`src/rtl/simf_wb_arbiter.sv`:
```
// simf_wb_arbiter: arbitrates the single VGPR write port between the LSU and
// four SIMF result queues. Grants are registered single-cycle pulses issued one
// clock after the requests are sampled. The LSU has priority over the SIMF
// queues, and the SIMF queues share their slot round-robin.
// Optional feature: define SIMF_WB_ARB_STARVE_EN to enable the starvation
// guard. After STARVE_LIMIT consecutive LSU grants taken while a SIMF result
// was waiting, the next slot goes to SIMF.
module simf_wb_arbiter #(
    parameter int unsigned STARVE_LIMIT = 8
) (
    input  logic       clk,
    input  logic       rst,
    input  logic       lsu_wr_req,
    input  logic [3:0] simf_queue_entry_valid,
    output logic [3:0] simf_queue_entry_serviced,
    output logic       lsu_wr_grant,
    output logic [1:0] arb_grant_id,
    output logic       arb_idle
);

    logic [3:0] serviced_q, serviced_d;
    logic       lsu_grant_q, lsu_grant_d;
    logic [1:0] grant_id_q, grant_id_d;
    logic       idle_q, idle_d;
    logic [1:0] ptr_q, ptr_d;

    logic [3:0] eligible;
    logic       simf_pending;
    logic [1:0] rr_pick;
    logic       starve_force;
    logic       simf_win;

    // The unit being serviced this cycle still shows valid, so it is excluded
    // from the arbitration sampled at this edge.
    assign eligible     = simf_queue_entry_valid & ~serviced_q;
    assign simf_pending = |eligible;

`ifdef SIMF_WB_ARB_STARVE_EN
    logic [3:0] starve_cnt_q, starve_cnt_d;

    assign starve_force = (starve_cnt_q == 4'(STARVE_LIMIT));

    // Count LSU wins that kept a pending SIMF result waiting. Any SIMF grant or
    // any cycle with no SIMF pending starts the count again.
    always_comb begin
        starve_cnt_d = '0;
        if (!simf_win && lsu_wr_req && simf_pending) begin
            starve_cnt_d = starve_cnt_q + 4'd1;
        end
    end

    // Starvation counter register
    always_ff @(posedge clk or negedge rst) begin
        if (!rst) begin
            starve_cnt_q <= '0;
        end else begin
            starve_cnt_q <= starve_cnt_d;
        end
    end
`else
    logic [3:0] unused_starve_limit;

    assign unused_starve_limit = 4'(STARVE_LIMIT);
    assign starve_force        = 1'b0;
`endif

    // Search upward from the pointer, wrapping modulo 4. The descending loop
    // lets the nearest eligible offset take the last assignment.
    always_comb begin
        rr_pick = ptr_q;
        for (int k = 3; k >= 0; k--) begin
            if (eligible[ptr_q + 2'(k)]) begin
                rr_pick = ptr_q + 2'(k);
            end
        end
    end

    assign simf_win = simf_pending && (!lsu_wr_req || starve_force);

    // Grant selection. Only a SIMF grant moves the round-robin pointer.
    always_comb begin
        serviced_d  = '0;
        lsu_grant_d = 1'b0;
        grant_id_d  = '0;
        ptr_d       = ptr_q;
        if (simf_win) begin
            serviced_d = 4'b0001 << rr_pick;
            grant_id_d = rr_pick;
            ptr_d      = rr_pick + 2'd1;
        end else if (lsu_wr_req) begin
            lsu_grant_d = 1'b1;
        end
        idle_d = !(simf_win || lsu_wr_req);
    end

    // Registered grant outputs and pointer. Reset drops any grant in flight.
    always_ff @(posedge clk or negedge rst) begin
        if (!rst) begin
            serviced_q  <= '0;
            lsu_grant_q <= 1'b0;
            grant_id_q  <= '0;
            idle_q      <= 1'b1;
            ptr_q       <= '0;
        end else begin
            serviced_q  <= serviced_d;
            lsu_grant_q <= lsu_grant_d;
            grant_id_q  <= grant_id_d;
            idle_q      <= idle_d;
            ptr_q       <= ptr_d;
        end
    end

    assign simf_queue_entry_serviced = serviced_q;
    assign lsu_wr_grant              = lsu_grant_q;
    assign arb_grant_id              = grant_id_q;
    assign arb_idle                  = idle_q;

endmodule

```
`config.mk`:
```
export PLATFORM = sky130hd
export DESIGN_NAME = simf_wb_arbiter
export DESIGN_NICKNAME = d
export VERILOG_FILES = /design/src/rtl/simf_wb_arbiter.sv
export SDC_FILE = /design/constraint.sdc
export NUM_CORES = 1
export LEC_CHECK = 0
export ABC_AREA = 1
export CORE_MARGIN = 4
export CORE_UTILIZATION = 31
export CTS_CLUSTER_DIAMETER = 40
export DETAILED_ROUTE_END_ITERATION = 10
export DONT_BUFFER_PORTS = 1
export GPL_TIMING_DRIVEN = 0
export SLEW_MARGIN = 15
export SYNTH_ARGS = -nofsm -noshare
export SYNTH_HDL_FRONTEND = slang
export SYNTH_SLANG_ARGS = --single-unit
```
`constraint.sdc`:
```
create_clock -name clk -period 1.3 [get_ports clk]
set_input_delay 0.26 -clock clk [delete_from_list [all_inputs] [get_ports clk]]
set_output_delay 0.26 -clock clk [all_outputs]
set_load 0.1 [all_outputs]
```
Word-level counts from Yosys, hierarchy flattened
Cells that the tools add are included.
Widths: inputs -> output; s select.
{ "totals": {"regBits": 10, "in_bits": 7, "out_inout_bits": 8, "elab_cells": 37} }
{ "op_classes": {"add_sub_neg": 4, "n_lt_le_gt_ge": 4, "shifts": 1, "muxes": 16, "bitwise": 2, "n_reduce_logical": 5} }
{ "ops": {"columns": ["cell", "count"], "rows": [
  ["$lt 2x3->1 const B", 4],
  ["$mux 2", 5],
  ["$bmux 1 s2", 4],
  ["$mux 1", 6],
  ["$add 2x1->2 const B", 2],
  ["$add 2x2->2 const B", 2],
  ["$and 4x4->4", 1],
  ["$mux 4", 1],
  ["$not 4->4", 1],
  ["$reduce_or 4->1", 1],
  ["$shl 1x2->4 const A", 1],
  ["$logic_not 1->1", 2],
  ["$logic_and 1x1->1", 1],
  ["$logic_or 1x1->1", 1]
]} }

Depth between registers and ports, before layout
{ "logic_depth": {"depth_word": 10, "depth_mapped": 15, "ltp_nobuf": 14} }

Least setup slack after synthesis
No wires, ideal clock.
{ "synth_timing": {"path_type": "flip-flop to flip-flop", "start": "register serviced_q[2] (netlist: simf_queue_entry_serviced[2])", "end": "register ptr_q[0]", "setup_ns": 0.118, "arrival_ns": 1.831, "t_required_ns": 1.182, "slack_ns": -0.649, "path_stages_with_launch": 14, "path_buffers": 0, "synth_period_minus_slack_ns": 1.949, "cell_sequence": "dfrtp_1 -> inv_1 -> nand3_1 -> nand2_1 -> nand2_1 -> nand2_1 -> inv_1 -> nand2_1 -> nand2_2 -> nand3_2 -> nand2_4 -> inv_4 -> nor2_4 -> nor2_2"} }
{ "synth_via": {"elab_chain_len": 9, "elab_cells_between_ends": 17, "classes_between": "1 x add/sub; 12 x mux; 2 x bitwise; 2 x reduce/logical"} }
{ "synth_lines": {"columns": ["item", "line", "rtl"], "rows": [
  ["from (decl)", "21", "logic [3:0] serviced_q, serviced_d;"],
  ["from (signal assigned)", "105", "serviced_q <= serviced_d;"],
  ["$not 4->4 *", "35", "assign eligible = simf_queue_entry_valid & ~serviced_q;"],
  ["$and 4x4->4 *", "35", null],
  ["$bmux 1 s2", "72", "if (eligible[ptr_q + 2'(k)]) begin"],
  ["$mux 1 (implied by the code)", "72", null],
  ["$mux 2 (4 in series)", "72", null],
  ["$add 2x1->2", "89", "ptr_d = rr_pick + 2'd1;"],
  ["to (signal assigned)", "109", "ptr_q <= ptr_d;"],
  ["to (decl)", "25", "logic [1:0] ptr_q, ptr_d;"]
]} }
Mark *: on every way between the ends. The rest lies on a longest branch, timed or not. The select of a mux whose other input is x is not followed.
A chain may end at the register's enable or synchronous reset.

Worst setup path after layout
{ "layout_timing": {"start": "register serviced_q[1] (netlist: simf_queue_entry_serviced[1])", "end": "register serviced_q[0] (netlist: simf_queue_entry_serviced[0])"} }
{ "layout_via": {"elab_chain_len": 10, "elab_cells_between_ends": 18, "classes_between": "1 x shift; 13 x mux; 2 x bitwise; 2 x reduce/logical"} }
{ "layout_lines": {"columns": ["item", "line", "rtl"], "rows": [
  ["$not 4->4 *", "35", null],
  ["$and 4x4->4 *", "35", null],
  ["$bmux 1 s2", "72", null],
  ["$mux 1 (implied by the code)", "72", null],
  ["$mux 2 (4 in series)", "72", null],
  ["$shl 1x2->4", "87", "serviced_d = 4'b0001 << rr_pick;"],
  ["$mux 4 *", "86", "if (simf_win) begin"],
  ["net serviced_d[0]", "21", null]
]} }
Mark *: on every way through the listed nets, which the timed path passes. The rest lies on a longest branch. The select of a mux whose other input is x is not followed.

==> flow_metrics.tcl <==
set metrics [dict create \
    routed_wl_mm 1.291 \
    synth_area_leader_cell "dfrtp_1" \
    synthTopCellsByCount "nand2_1 (24), inv_1 (13), nand3_1 (10)" \
    yosysMostFrequentCell "nand2_1" \
    hpwl_um 990.4 \
    clock_path_buffers 2 \
    cts-root-buf "clkbuf_4" \
    drcViolationCount 0 \
    htree_levels 1 \
    r2r_start "simf_queue_entry_serviced[1]" \
    r2r_cells 12 \
    yosys_warnings 0 \
    grt_max_degree 11 \
    antenna_found_initial 0 \
    max_cap_violations 0 \
    seq_area_frac_synth_pct 39.03 \
    ios 15 \
    diodes 0 \
    avgSynthCellArea_um2 7.671 \
    clkSinkCount 10 \
    drtIter0Drc 8 \
    status "finished, violations left" \
    synth.top_cell.area_share_pct 34.95 \
    worstSkewPairLatency_ns 0.26 \
    nets 100 \
    synth_area_um2 644.4 \
    rsz0062_at_grt "true" \
    cts_buffers 3 \
    final_antenna_net_count 0 \
    port_buffers 0 \
    dieArea_um2 2872 \
    startpoint "simf_queue_entry_serviced[1]" \
    grtUsageTotal_pct 11.10 \
    hold_path_depth 1 \
    layout-drive-gt1-share_pct 54.35 \
    final.setup_skew_ns 0.0005409 \
    min_period_ns 1.684 \
    synth_edf_count 0 \
    grt_pass1_vias 552 \
    start_kind "flop" \
    hold_end "arb_idle" \
    hp-class "in -> reg" \
    r2r_slack_ns -0.38 \
    worst_pin_slew_ns 0.8641 \
    syn_nets 91 \
    synth-seq-cells 10 \
    fin_cells 119 \
    rows 16 \
    die_width_um 53.59 \
    num_vias 542 \
    slew-limit-headroom_pct 42.44 \
    path_clk_slew_ns 0.06 \
    fin_ws_ns -0.3843 \
    fillCellCount 207 \
    violations "setup timing" \
    rr_endpoint "simf_queue_entry_serviced[0]" \
    required_ns 1.50 \
    critPathCaptureType "flop" \
    use_met3_pct 2.493 \
    grtUsageMet1_pct 12.12 \
    period_share_pct 129.6 \
    dp.cells 111 \
    grt-ovfl-total 0 \
    yosysUniqueCellTypes 19 \
    top_usage_layer "met2" \
    min_from "lsu_wr_req" \
    core_area_um2 1962 \
    grt_pass1_wl_mm 2.277 \
    crit_type "reg -> reg" \
    synthFlopType "dfrtp_1" \
    syn_inst 84 \
    critPathMaxFanout 3 \
    syn_to_final_growth_pct 28.54 \
    final_hold_viol_count 0 \
    cts_tree "yes" \
    route.detailed.wl_per_inst_um 10.85 \
    synthArstFlopShare_pct 100.0 \
    die_h_um 53.59 \
    cp.arrival_ns 1.88 \
    final-setup-viol-count 11 \
    fmax_mhz 593.7 \
    synthTopCellsByArea "dfrtp_1 (35%), nand2_1 (14%), nand3_1 (7.8%)" \
    vias_per_cell 4.555 \
    start_util_pct 32.84 \
    slew_violations 0 \
    drt-pass1-iter-count 4 \
    use_met2_pct 18.98 \
    gp_congestion 0.8196 \
]
[layout make-up]
cell class	count	area, um2	area share, %
inverter	18	77.57	9.366
timing repair buffer	4	36.28	4.381
clock buffer	4	36.28	4.381
tap	27	33.78	4.079
sequential	10	267.8	32.33
buffer	2	15.01	1.813
multi-input combinational	54	361.6	43.66
[worst max-delay path: stages, from the launching register on]
cell	delay, ns
dfrtp_4	0.63
inv_4	0.12
nand2_4	0.06
o21ai_2	0.14
nand2_1	0.07
nand2_1	0.06
nand2_1	0.06
nand2_2	0.08
nand2_2	0.06
nand2_4	0.07
nand2_4	0.07
buf_4	0.14
nor2_2	0.07
[metal layers]
layer | wire, um | up-vias
met5 | 0 | -
met3 | 66 | 5
met4 | 40 | 0
met1 | 515 | 253
met2 | 669 | 12
li1 | - | 272
[sequential cells by signal (all words and copies together) (netlist names)]
| name | flops |
|---|---|
| simf_queue_entry_serviced | 4 |
| arb_grant_id | 2 |
| ptr_q | 2 |
| arb_idle | 1 |
| lsu_wr_grant | 1 |
[cell usage in the layout, fill, tap and decap left out, types with 4 or more instances in the layout]
master   synthesis  final
inv_4            1      4
nand3_2          2      6
dfrtp_4          0      4
nand2_2          3      8
nand2_4          3      4
inv_2            4      5
inv_1           13      9
dfrtp_1          9      4
nand3_1         10      6
nand2_1         24     18
[kinds of logic (layout without fill, tap and decap cells)]
logic type                count (synthesis)  after routing  share of synthesized area [%]
xor gates and xnor gates                  1              1                          2.525
buffers and inverters                    20             28                          13.20
DFF                                      10             10                          39.03
AOI/OAI and AO/OA                         3              3                          3.883
and+or+nand+nor                          50             50                          41.36
[repair_timing]
action                                  in CTS  in global routing
endpoints found under the setup margin      12                 11
setup buffers                                1                  2
hold buffers                                 1                  0
cloned                                       0                  0
resized for setup                            5                 13
endpoints found under the hold margin       10                  0
pin swaps                                    6                  7
[stage by stage]
step	hold WS, ns	setup WS, ns	setup TNS, ns	cell area [um2]	util (%)
5_1_grt	0.01396	-0.4790	-3.935	828.3	42.22
3_3_place_gp	-0.03539	-0.3719	-2.513	701.9	35.78
4_1_cts	0.01493	-0.3742	-2.818	769.5	39.22
6_report	0.02167	-0.3843	-3.065	828.3	42.22
2_1_floorplan	-0.03559	-0.2772	-1.794	668.1	-
3_5_place_dp	-0.03539	-0.4014	-2.591	701.9	35.78
[worst max path at each step]
stage	end	slack, ns
floorplan	ptr_q[0]	-0.28
global placement	ptr_q[0]	-0.37
detailed placement	ptr_q[0]	-0.40
CTS	ptr_q[0]	-0.37
global route	ptr_q[0]	-0.48
finish	simf_queue_entry_serviced[0]	-0.38
Power is left out: the tool's default activity adds up to more than one toggle a clock period on the data nets, which glitch-free logic cannot reach.
